$ cat src/rtl/cms_ctrl_sequencer.sv
// rtl/cms_ctrl_sequencer.sv - batched, ordered replay of host control writes into the monitor control port
//
// Host commands (cmd_addr/cmd_wdata) are queued in a DEPTH-entry FIFO. A command
// pushed with cmd_commit=1 releases itself and every earlier queued entry for
// issue. Each released entry is driven onto ctrl_addr/ctrl_wdata and framed by
// one SETUP cycle (write enable low, address/data stable), one STROBE cycle
// (write enable high) and GAP_CYCLES low cycles. This gives the monitor a clean
// rising edge per write.
//
// Ports:
//   clk, rst_n         clock, asynchronous active-low reset
//   cmd_valid/ready    host push handshake; cmd_ready = FIFO not full
//   cmd_addr/wdata     queued control address and data
//   cmd_commit         pushed command closes a batch
//   cmd_flush          (CMS_CTRL_SEQ_FLUSH_EN only) drop all uncommitted entries
//   ctrl_addr/wdata    held control address/data towards the monitor
//   ctrl_write_enable  single-cycle write strobe
//   busy               sequencer active or committed work outstanding
//   pending            FIFO occupancy, committed plus uncommitted
//
// Optional build macro: CMS_CTRL_SEQ_FLUSH_EN adds the cmd_flush input.

module cms_ctrl_sequencer #(
  parameter int ADDR_WIDTH = 8,
  parameter int DATA_WIDTH = 64,
  parameter int DEPTH      = 8,
  parameter int GAP_CYCLES = 1
) (
  input  logic                       clk,
  input  logic                       rst_n,
  input  logic                       cmd_valid,
  output logic                       cmd_ready,
  input  logic [ADDR_WIDTH-1:0]      cmd_addr,
  input  logic [DATA_WIDTH-1:0]      cmd_wdata,
  input  logic                       cmd_commit,
`ifdef CMS_CTRL_SEQ_FLUSH_EN
  input  logic                       cmd_flush,
`endif
  output logic [ADDR_WIDTH-1:0]      ctrl_addr,
  output logic [DATA_WIDTH-1:0]      ctrl_wdata,
  output logic                       ctrl_write_enable,
  output logic                       busy,
  output logic [$clog2(DEPTH+1)-1:0] pending
);

  localparam int IW = $clog2(DEPTH);
  localparam int PW = IW + 1;
  localparam int CW = $clog2(DEPTH + 1);
  localparam int GW = $clog2(GAP_CYCLES + 1);

  localparam logic [PW-1:0] DEPTH_P  = PW'(DEPTH);
  localparam logic [GW-1:0] GAP_INIT = GW'(GAP_CYCLES);

  typedef enum logic [1:0] {
    IDLE   = 2'd0,
    SETUP  = 2'd1,
    STROBE = 2'd2,
    GAP    = 2'd3
  } state_t;

  state_t state, state_nxt;

  logic [ADDR_WIDTH-1:0] addr_mem [DEPTH];
  logic [DATA_WIDTH-1:0] data_mem [DEPTH];

  // Pointers carry one wrap bit so full and empty are distinguishable.
  logic [PW-1:0] wr_ptr, rd_ptr, commit_ptr;
  logic [PW-1:0] count, committed_count;
  logic [GW-1:0] gap_cnt, gap_cnt_nxt;
  logic          has_committed;
  logic          push, pop, flush;

`ifdef CMS_CTRL_SEQ_FLUSH_EN
  assign flush = cmd_flush;
`else
  assign flush = 1'b0;
`endif

  assign count           = wr_ptr - rd_ptr;
  assign committed_count = commit_ptr - rd_ptr;
  assign has_committed   = (committed_count != '0);
  assign cmd_ready       = (count < DEPTH_P);
  assign pending         = CW'(count);
  assign busy            = (state != IDLE) || has_committed;

  // A flush on the same edge as an accepted push wins; the push is dropped.
  assign push = cmd_valid && cmd_ready && !flush;

  always_comb begin
    state_nxt   = state;
    gap_cnt_nxt = gap_cnt;
    pop         = 1'b0;
    case (state)
      IDLE: begin
        if (has_committed) begin
          pop       = 1'b1;
          state_nxt = SETUP;
        end
      end
      SETUP: begin
        state_nxt = STROBE;
      end
      STROBE: begin
        state_nxt   = GAP;
        gap_cnt_nxt = GAP_INIT;
      end
      GAP: begin
        if (gap_cnt == GW'(1)) begin
          // Last low cycle: chain straight into the next write if one is released.
          if (has_committed) begin
            pop       = 1'b1;
            state_nxt = SETUP;
          end else begin
            state_nxt = IDLE;
          end
        end else begin
          gap_cnt_nxt = gap_cnt - GW'(1);
        end
      end
      default: begin
        state_nxt = IDLE;
      end
    endcase
  end

  always_ff @(posedge clk or negedge rst_n) begin
    if (!rst_n) begin
      state             <= IDLE;
      gap_cnt           <= '0;
      ctrl_write_enable <= 1'b0;
    end else begin
      state             <= state_nxt;
      gap_cnt           <= gap_cnt_nxt;
      // Registered strobe: glitch-free, and the async reset clears it at once.
      ctrl_write_enable <= (state_nxt == STROBE);
    end
  end

  always_ff @(posedge clk or negedge rst_n) begin
    if (!rst_n) begin
      wr_ptr     <= '0;
      rd_ptr     <= '0;
      commit_ptr <= '0;
      ctrl_addr  <= '0;
      ctrl_wdata <= '0;
      for (int i = 0; i < DEPTH; i++) begin
        addr_mem[i] <= '0;
        data_mem[i] <= '0;
      end
    end else begin
      if (flush) begin
        wr_ptr <= commit_ptr;
      end else if (push) begin
        addr_mem[wr_ptr[IW-1:0]] <= cmd_addr;
        data_mem[wr_ptr[IW-1:0]] <= cmd_wdata;
        wr_ptr                   <= wr_ptr + PW'(1);
        if (cmd_commit) begin
          commit_ptr <= wr_ptr + PW'(1);
        end
      end
      // Address/data only change on a SETUP load, never while the strobe is high.
      if (pop) begin
        ctrl_addr  <= addr_mem[rd_ptr[IW-1:0]];
        ctrl_wdata <= data_mem[rd_ptr[IW-1:0]];
        rd_ptr     <= rd_ptr + PW'(1);
      end
    end
  end

endmodule
$ cat config.mk
export PLATFORM = sky130hd
export DESIGN_NAME = cms_ctrl_sequencer
export DESIGN_NICKNAME = d
export VERILOG_FILES = /design/src/rtl/cms_ctrl_sequencer.sv
export SDC_FILE = /design/constraint.sdc
export NUM_CORES = 1
export LEC_CHECK = 0
export CORE_UTILIZATION = 30
export DETAILED_ROUTE_END_ITERATION = 6
export PLACE_DENSITY_LB_ADDON = 0.2
export SLEW_MARGIN = 40
export SYNTH_ARGS = -nofsm -noshare
export SYNTH_HDL_FRONTEND = slang
export SYNTH_SLANG_ARGS = --single-unit
$ cat constraint.sdc
create_clock -name clk -period 4.4 [get_ports clk]
set_input_delay 0.66 -clock clk [delete_from_list [all_inputs] [get_ports clk]]
set_output_delay 0.66 -clock clk [all_outputs]
set_load 0.05 [all_outputs]
==> summary.txt, run 1 <==
Outcome
  – Status: finished clean

Logic synthesis
  – Cells after Synth: ~1.8k
  – Count of different cell masters after synthesis: between 40 and 50
  – Synth async-reset ratio: 1.00
  – Synth area leader: dfrtp_1
  – Mapped Nets: 1,906
  – #FFs+latches synth: 664
  – EDFF count, synth: 0
  – Mean Syn Cell Area: 16.5 sq um
  – Post-Syn Area: about 0.030 sq mm
  – Main synth FF type: dfrtp_1
  – Yosys top cell area share: 0.555
  – Yosys warnings: 0
  – Part of the Yosys area used for sequential elements: 0.555
  – Synth area leaders: dfrtp_1, mux2_2, mux4_2, mux2_4, mux2i_1

Place
  – Port Buf Inserts: around 150
  – Placed inst area: 0.0331 sq mm
  – Placed Cells: 3,181
  – GPL Wtd Cong: 0.700
  – Hpwl dp: between 40 and 50 mm

Floorplan
  – Area of the core: slightly below 0.1 sq mm
  – I/O pins: 155
  – Full die area: 0.101 sq mm
  – Initial core utilization: 0.304
  – Die height: 318 um
  – Row count: about 120
  – Die W: 318 um

Pwr
  – Final Power: between 0.03 and 0.04 W
  – Reg power frac: 0.356
  – Maximum vdd drop: 0.463 mV
  – Power Density: between 800 and 900 mW/mm^2
  – Combinational share of power: 0.423
  – Clock power share: 0.221
  – LEAKAGE: 15.8 nW
  – Pint: 0.0201 W
  – Psw: roughly 0.010 W
  – Sw Share: 0.332

GRT
  – Antenna violations before repair: 10
  – Largest net degree at the start of global routing: a little over 100
  – Vias in the first global route: roughly 18k
  – First-pass GRT wire length: 117 mm
  – Grt total ovfl: 0
  – Total GRT Usage: 0.151

Min path
  – Min-delay src: ctrl_wdata[35]
  – Number of cells on the worst hold path: 2
  – WHS Endpoint: ctrl_wdata[35]
  – Worst Hold Class: flop to flop

Worst setup path
  – Critical path launch point type: flop
  – Reg2reg setup slack: 1.21 ns
  – Req. time, crit path: ~3.7 ns
  – Reg-to-Reg Start: wr_ptr[2]
  – CP Capture Type: output pin
  – Number of cells on the worst reg-to-reg path: 6
  – Critical Path AT: 3.26 ns
  – Max FO, Critical Path: 9
  – R2R Path End: data_mem[343]
  – Crit Path Class: flop to output pin

Routing
  – Via count: 16.0k
  – Drt first pass iters: 4
  – Post-route ant nets: 0
  – DR DRC count: 0
  – Drt wl/cell: about 22 um
  – Vias per inst: 4.83
  – WL final: 74.5 mm
  – DRT iter0 DRCs: 704

Clocking
  – CTS Sinks: 664
  – Clk_lat worst skew: 0.61 ns
  – PostCTS Resize Cnt: 0
  – Inserted Clock Buffers: 75
  – Clock Root Buffer: clkbuf_16
  – Max H-tree Level: 3
  – Clock edge transition at the registers on the reported setup and hold paths: 0.05 ns
  – CTS max path bufs: 3
  – CTS tree: done

STA
  – Fmax: 0.255 GHz
  – RSZ-0062 raised after global routing: false
  – Worst-margin pin slew: 0.746 ns
  – Max-slew headroom: 0.503
  – WHS: 0.477 ns
  – Fin crit period: just under 4 ns
  – Total negative slack: 0 ns
  – Tcrit/Tclk final: 0.891
  – Final setup fails: 0
  – Fin. Hold Viols: 0
  – Pins Over Slew Limit: 0
  – Fin Clk Skew: 0.0197 ns

Final layout
  – Final Cell Area: 0.0358 sq mm
  – Most frequent cells in the layout: dfrtp_1, mux2_2, mux2_4
  – Most common cell after layout, fill and taps aside: dfrtp_1
  – Final net count: ~2.1k
  – P&R area growth vs syn: 19.5%
  – Share of cells above drive strength 1: 0.442
  – Fin cells: 3,317

Run
  – Number of max-cap violations: 0
## worst max-delay path, stage by stage, from the launching register on
cell and delay (ns):
dfrtp_4 0.48, inv_1 0.14, ha_1 0.24, nor2b_1 0.14, o21ai_1 0.19, a21oi_2 0.19
nor2_1 0.38, clkdlybuf4s50_1 0.88
## synth_stat cells, types with 2 or more instances
master / count
clkbuf_1: 38
nand2_1: 73
mux2_4: 210
o21ai_0: 73
or3_1: 2
mux2i_1: 73
nor2_1: 7
xor2_1: 7
and2_1: 3
o21a_1: 2
or4_1: 2
nor3_1: 2
buf_4: 3
mux2_1: 6
nand2b_1: 2
ha_1: 13
dfrtp_1: 664
buf_2: 56
xnor2_1: 6
mux4_2: 144
buf_1: 3
buf_6: 21
mux2_2: 365
nor4b_1: 3
a21boi_0: 2
or2_2: 2
inv_1: 11
nand3_1: 5
## logic make-up (layout without fill, tap and decap cells)
group | count (synthesis) | count (layout) | synth area share
other | 0 | 2 | 0
adder cells (fa/ha/maj) | 14 | 14 | 0.00610
multiplexers | 798 | 798 | 0.378
flip-flops | 664 | 664 | 0.555
buffers and inverters | 132 | 344 | 0.0245
XOR/XNOR | 13 | 13 | 0.00380
AO/OA/AOI/OAI | 87 | 87 | 0.0157
AND/OR/NAND/NOR | 108 | 108 | 0.0169
## state kept, by name (all words and copies together) (netlist names)
signal,flops
ctrl_addr,8
gap_cnt,1
data_mem,512
rd_ptr,4
ctrl_write_enable,1
ctrl_wdata,64
state,2
wr_ptr,4
addr_mem,64
commit_ptr,4
## power by group through the flow
| stage | Combinational (W) | Sequential, W | Clock, W |
|---|---|---|---|
| 2_1_floorplan | 0.00890 | 0.0111 | 0 |
| 3_3_place_gp | 0.0127 | 0.0106 | 0 |
| 3_5_place_dp | 0.0130 | 0.0108 | 0 |
| 4_1_cts | 0.0130 | 0.0107 | 0.00690 |
| 5_1_grt | 0.0137 | 0.0111 | 0.00715 |
| 6_report | 0.0128 | 0.0107 | 0.00667 |
## worst max-delay path by stage
| stage | cells past startpoint | from | to | slack [ns] |
|---|---|---|---|---|
| after floorplan | 10 | rd_ptr[1] | pending[3] | 0.74 |
| after global placement | 7 | rd_ptr[1] | cmd_ready | 1.15 |
| after detailed placement | 7 | rd_ptr[1] | cmd_ready | 1.13 |
| after CTS | 7 | rd_ptr[1] | cmd_ready | 0.46 |
| after global routing | 7 | rd_ptr[1] | cmd_ready | 0.34 |
| final | 7 | rd_ptr[1] | cmd_ready | 0.48 |
## through the flow
stage / worst slack (ns) / utilization
after floorplan: 0.743 / -
after global placement: 1.15 / 0.335
after detailed placement: 1.13 / 0.336
after CTS: 0.463 / 0.363
after global routing: 0.343 / 0.363
final: 0.480 / 0.363
## final cells by class
cell class,count,area (sq um)
Fill cell,9169,62800
Sequential cell,664,16600
Multi-Input combinational cell,1020,12600
Clock buffer,112,2240
Timing Repair Buffer,200,2220
Tap cell,1287,1610
Clock inverter,21,387
Inverter,11,41.3
Antenna cell,2,5.00
## timing repair
| action | CTS | global route |
|---|---|---|
| hold buffers | 1 | 0 |
| buffers inserted | 0 | 0 |
| setup endpoints to repair | 0 | 0 |
| hold endpoints to repair | 50 | 0 |
## per-layer routing
| layer | track usage | wire, um | vias up |
|---|---|---|---|
| li1 | - | - | 6995 |
| met1 | 0.211 | 35200 | 8675 |
| met2 | 0.241 | 34900 | 238 |
| met3 | 0.0281 | 2920 | 104 |
| met4 | 0.0419 | 1390 | 16 |
| met5 | 0 | 95 | - |
Note: power is estimated with default switching activity, not from simulation.
==> run 2, diff against run 1 <==
DONT_BUFFER_PORTS = 1   (was default)
==> summary.txt, run 2 (synthesis gave the netlist of run 1 again) <==
Routing
  – Via count: 15.4k (-3.7%)
  – WL final: 72.5 mm (-2.7%)
  – Drt first pass iters: 4 (unchanged)
  – Drt wl/cell: 22.9 um (+1.8%)
  – Vias per inst: 4.87 (+0.88%)
  – Post-route ant nets: 0 (unchanged)
  – DRT iter0 DRCs: 636 (-9.7%)
  – DR DRC count: 0 (unchanged)

STA
  – Worst-margin pin slew: 0.829 ns (+0.0830 ns)
  – Pins Over Slew Limit: 0 (unchanged)
  – Fin crit period: 3.70 ns (-0.219 ns)
  – Fin Clk Skew: 0.0166 ns (-0.00308 ns)
  – Tcrit/Tclk final: 0.841 (-0.0497)
  – Worst Slack Setup Final: 0.698 ns (+0.219 ns)
  – Total negative slack: 0 ns (unchanged)
  – Max-slew headroom: 0.447 (-0.0553)
  – Final setup fails: 0 (unchanged)
  – Fin. Hold Viols: 0 (unchanged)
  – Fmax: 0.270 GHz (+5.9%)
  – RSZ-0062 raised after global routing: false

Pwr
  – Sw Share: 0.338 (+0.00563)
  – Pint: 0.0195 W (-3.3%)
  – LEAKAGE: 15.3 nW (-3.4%)
  – Reg power frac: 0.397 (+0.041)
  – Power Density: 858 mW/mm^2 (+1.8%)
  – Maximum vdd drop: 0.604 mV (+30%)
  – Psw: 0.00993 W (-0.78%)
  – Combinational share of power: 0.375 (-0.048)
  – Clock power share: 0.228 (+0.007)

Clocking
  – Clock edge transition at the registers on the reported setup and hold paths: 0.06 ns (about the same)
  – CTS tree: done
  – Clock Root Buffer: clkbuf_16
  – CTS max path bufs: 3 (unchanged)
  – Clk_lat worst skew: 0.63 ns (+0.02 ns)
  – Inserted Clock Buffers: 80 (+6.7%)
  – CTS Sinks: 664 (unchanged)
  – Max H-tree Level: 3 (unchanged)

Final layout
  – Util after Layout: 0.348 (-0.0152)
  – Filler cells: 9,292 (+1.3%)
  – Multi-input gate area: 0.0126 sq mm (unchanged)
  – Most frequent cells in the layout: dfrtp_1, mux2_2, mux2_4
  – Biggest register: data_mem
  – Most common cell after layout, fill and taps aside: dfrtp_1
  – Max FFs per register: 512 (unchanged)
  – P&R area growth vs syn: 14.5%
  – Biggest regs: data_mem: 512 flops, addr_mem: 64 flops, ctrl_wdata: 64 flops
  – Final net count: 1,909 (-7.4%)
  – Share of cells above drive strength 1: 0.484 (+0.0412)
  – Sequential Area: 0.0166 sq mm (unchanged)

GRT
  – Total GRT Usage: 0.146 (-0.00513)
  – Grt total ovfl: 0 (unchanged)
  – Vias in the first global route: 17.3k (-4.1%)
  – Largest net degree at the start of global routing: 665 (+550%)
  – Antenna violations before repair: 1 (-9)
  – First-pass GRT wire length: 113 mm (-3.4%)

Floorplan
  – I/O pins: 155 (unchanged)
  – Die height: 318 um (unchanged)
  – Full die area: 0.101 sq mm (unchanged)
  – Initial core utilization: 0.304 (unchanged)
  – Area of the core: 0.0986 sq mm (unchanged)
  – Row count: 115 (unchanged)
  – Die W: 318 um (unchanged)

Outcome
  – Status: finished clean

Worst setup path
  – Critical Path AT: 3.04 ns (-0.22 ns)
  – Critical path launch point type: flop
  – CP Capture Type: output pin
  – Req. time, crit path: 3.74 ns (about the same)
  – Crit Path Class: flop to output pin
  – Reg2reg setup slack: 1.00 ns (-0.21 ns)
  – Max FO, Critical Path: 9 (unchanged)

Min path
  – Worst Hold Class: primary input to async pin

Place
  – Port Buf Inserts: 0 (-100%)
  – GPL Wtd Cong: 0.694 (-0.84%)
  – Hpwl dp: 38.9 mm (-8.9%)
  – Place WS: 1.01 ns (-0.127 ns)

Run
  – Number of max-cap violations: 0 (unchanged)
[run 2: final cells by class]
type	instances	share of cell area
clock buffers	116	0.0713
multi-input cells	1020	0.369
diodes	1	0.0000730
clock inverters	27	0.00749
flip-flops and latches	664	0.485
repair buffers	42	0.0190
inverters	11	0.00120
well taps	1287	0.0470
[run 2: routing by layer]
metal | vias up | track usage | share of wire
li1 | 6695 | - | -
met1 | 8417 | 0.194 | 0.45
met2 | 234 | 0.230 | 0.46
met3 | 96 | 0.0427 | 0.063
met4 | 0 | 0.0436 | 0.022
met5 | - | 0 | 0
[run 2: power by group through the flow]
| stage | Combinational, W | Sequential (W) | Clock (W) |
|---|---|---|---|
| after floorplan | 0.00890 | 0.0111 | 0 |
| after global placement | 0.0109 | 0.0116 | 0 |
| after detailed placement | 0.0112 | 0.0118 | 0 |
| after CTS | 0.0112 | 0.0117 | 0.00698 |
| after global routing | 0.0120 | 0.0121 | 0.00724 |
| final | 0.0110 | 0.0117 | 0.00672 |
[run 2: worst max-delay path, cell delays in order, from the launching register on]
cell     delay [ns]
dfrtp_4        0.48
inv_1          0.16
ha_1           0.26
nor2b_1        0.14
o21a_1         0.19
nor3_2         0.63
nor2_1         0.26
inv_1          0.11
buf_4          0.20
[run 2: stage by stage]
stage	instances	area (sq um)	power (W)	hold slack [ns]
after floorplan	1816	29900	0.0200	0.364
after global placement	3014	31300	0.0225	0.436
after detailed placement	3017	31400	0.0229	0.437
after CTS	3160	34100	0.0298	-0.255
after global routing	3167	34300	0.0313	0.0269
final	3168	34300	0.0294	0.00859
[run 2: final timing paths]
kind,startpoint,to,depth (start not counted)
worst min-delay path,rst_n,data_mem[250],1
max in group asynchronous,rst_n,data_mem[284],3
min in group clk,cmd_wdata[13],data_mem[269],1
worst min register to register,data_mem[265],data_mem[265],1
worst max-delay path,rd_ptr[1],pending[3],8
worst max register to register,rd_ptr[1],data_mem[232],8
[run 2: what timing repair did]
action / CTS / global route
resized for setup: 0 / 0
hold endpoints to repair: 664 / 87
buffers inserted: 0 / 0
==> run 3, diff against run 2 <==
clock period = 3.4 ns   (was 4.4 ns; I/O delays follow)
==> summary.txt, run 3 (synthesis gave the netlist of run 1 again) <==
Outcome
  – Status: complete, but fails checks
  – Failing checks: negative hold slack

Worst setup path
  – Critical path launch point type: flop
  – Req. time, crit path: 2.89 ns (-0.85 ns)
  – Worst Setup SP: rd_ptr[1]
  – Most used cell, CP: inv_1
  – Worst path max stage delay: 0.51 ns (-0.12 ns)
  – Crit Path Class: flop to output pin
  – Worst path cell trace: inv_1 > ha_1 > nor2b_1 > o21a_1 > nor3_2 > buf_4 > nor2_2 > inv_1 > buf_12
  – Crit-path slowest cell: dfrtp_4
  – CP bufs+invs: 4 (+1)
  – Reg-to-Reg Start: rd_ptr[1]
  – CP Capture Type: output pin
  – Max FO, Critical Path: 6 (-3)
  – CP top delay family: buffers and inverters
  – Critical Path AT: 2.73 ns (-0.31 ns)

Pwr
  – Sw Share: 0.342 (+0.00400)
  – Reg power frac: 0.393 (-0.004)
  – LEAKAGE: 15.6 nW (+1.8%)
  – Combinational share of power: 0.385 (+0.010)
  – Clock power share: 0.222 (-0.006)
  – Maximum vdd drop: 0.855 mV (+42%)
  – Power Density: 1090 mW/mm^2 (+28%)
  – Psw: 0.0131 W (+32%)
  – Pint: 0.0252 W (+30%)

Clocking
  – CTS max path bufs: 3 (unchanged)
  – Inserted Clock Buffers: 78 (-2.5%)
  – CTS tree: done
  – Setup bufs post-CTS: 0 (unchanged)
  – Clk_lat worst skew: 0.63 ns (about the same)
  – Clock Root Buffer: clkbuf_16
  – CTS Sinks: 664 (unchanged)
  – Clock edge transition at the registers on the reported setup and hold paths: 0.06 ns (about the same)
  – Max H-tree Level: 3 (unchanged)

STA
  – Fmax: 0.309 GHz
  – Fin Clk Skew: 0.0294 ns (+0.0128 ns)
  – Tcrit/Tclk final: 0.952
  – Worst-margin pin slew: 0.886 ns (+0.0569 ns)
  – Max-slew headroom: 0.410 (-0.0379)
  – Fin. Hold Viols: 19 (+19)
  – Final setup fails: 0 (unchanged)
  – Pins Over Slew Limit: 0 (unchanged)
  – Fin crit period: 3.24 ns
  – WHS: -0.0674 ns (-0.0760 ns)
  – RSZ-0062 raised after global routing: false
  – Total negative slack: 0 ns (unchanged)

Place
  – GPL Wtd Cong: 0.699 (+0.66%)
  – Hpwl dp: 39.5 mm (+1.4%)
  – Port Buf Inserts: 0 (unchanged)
  – Placed Cells: 3,016 (-0.033%)

Final layout
  – Biggest regs: data_mem: 512 flops, addr_mem: 64 flops, ctrl_wdata: 64 flops
  – Max FFs per register: 512 (unchanged)
  – Final net count: 1,988 (+4.1%)
  – Biggest register: data_mem
  – Fin cells: 3,244 (+2.4%)
  – Most frequent cells in the layout: dfrtp_1, mux2_2, mux2_4
  – Share of cells above drive strength 1: 0.459 (-0.0242)
  – Most common cell after layout, fill and taps aside: dfrtp_1
  – P&R area growth vs syn: 17.0%

Routing
  – WL final: 73.6 mm (+1.5%)
  – DR DRC count: 0 (unchanged)
  – Drt wl/cell: 22.7 um (-0.86%)
  – Vias per inst: 4.85 (-0.49%)
  – Drt first pass iters: 4 (unchanged)
  – Post-route ant nets: 0 (unchanged)
  – DRT iter0 DRCs: 793 (+25%)
  – Via count: 15.7k (+1.9%)

Floorplan
  – Die W: 318 um (unchanged)
  – Area of the core: 0.0986 sq mm (unchanged)
  – I/O pins: 155 (unchanged)
  – Initial core utilization: 0.304 (unchanged)
  – Full die area: 0.101 sq mm (unchanged)
  – Row count: 115 (unchanged)
  – Die height: 318 um (unchanged)

Min path
  – Worst Hold Class: primary input to async pin

GRT
  – Antenna violations before repair: 10 (+9)
  – First-pass GRT wire length: 115 mm (+1.6%)
  – Total GRT Usage: 0.148 (+0.00182)
  – Grt total ovfl: 0 (unchanged)
  – Vias in the first global route: 17.5k (+1.4%)
  – Largest net degree at the start of global routing: 665 (unchanged)

Run
  – Number of max-cap violations: 0 (unchanged)
run 3: cell types whose count changed in the layout (fill, tap and decap cells not counted), sizes merged, moves of 2 or more:
cell | previous run | this run
clkinv | 21 | 13
dlygate4sd3 | 1 | 83
inv | 12 | 15
clkbuf | 116 | 112
bufinv | 4 | 6
run 3: repair_timing:
action                                 4_1_cts  5_1_grt
gates resized for setup                      1        0
setup endpoints to repair                    1        0
hold buffers                                82        2
endpoints found under the hold margin     1177       47
run 3: cell type report:
cell class                 instances  area [sq um]
clock buffer                     112          2290
antenna                            2          5.00
tap                             1287          1610
timing repair buffer             123          1510
sequential                       664         16600
multi-input combinational       1020         12600
inverter                          11          41.3
clock inverter                    25           299
fill                            9243         63500
run 3: routing by layer:
metal / up-vias / global-route usage / routed length [um]
li1: 6885 / - / -
met1: 8499 / 0.203 / 34200
met2: 239 / 0.237 / 34800
met3: 98 / 0.0303 / 3100
met4: 14 / 0.0416 / 1350
met5: - / 0 / 76
run 3: worst reg2reg max path, stage by stage (launching register included):
cell and delay, ns:
dfrtp_4 0.51, inv_1 0.14, ha_1 0.25, nor2b_1 0.15, o21ai_1 0.20, a21oi_2 0.19, nor4b_2 0.64, buf_12 0.36
mux2_2 0.45
run 3: metrics by stage:
stage / util / setup slack [ns] / hold WS (ns) / instance area, sq um / power [W]
finish: 0.355 / 0.164 / -0.0674 / 35000 / 0.0383
detailed placement: 0.319 / 0.390 / 0.255 / 31400 / 0.0299
global route: 0.355 / 0.0334 / 0.0156 / 35000 / 0.0408
global placement: 0.318 / 0.426 / 0.278 / 31300 / 0.0293
CTS: 0.354 / 0.0937 / -0.447 / 34800 / 0.0389
floorplan: - / 0.163 / 0.214 / 29900 / 0.0259
run 3: power by group through the flow:
| stage | logic, W | clock network [W] | registers (W) |
|---|---|---|---|
| floorplan | 0.0115 | 0 | 0.0144 |
| global placement | 0.0143 | 0 | 0.0150 |
| detailed placement | 0.0147 | 0 | 0.0152 |
| CTS | 0.0149 | 0.00884 | 0.0151 |
| global route | 0.0160 | 0.00917 | 0.0156 |
| finish | 0.0148 | 0.00851 | 0.0151 |
run 3: path summary, 6_finish.rpt:
path	cells past startpoint	endpoint	slack (ns)
max	9	pending[3]	0.16
min	1	data_mem[216]	-0.07
max reg2reg	8	data_mem[28]	0.38
min reg2reg	1	data_mem[266]	0.49
max in group asynchronous	3	data_mem[312]	1.76
min in group clk	1	data_mem[91]	0.05
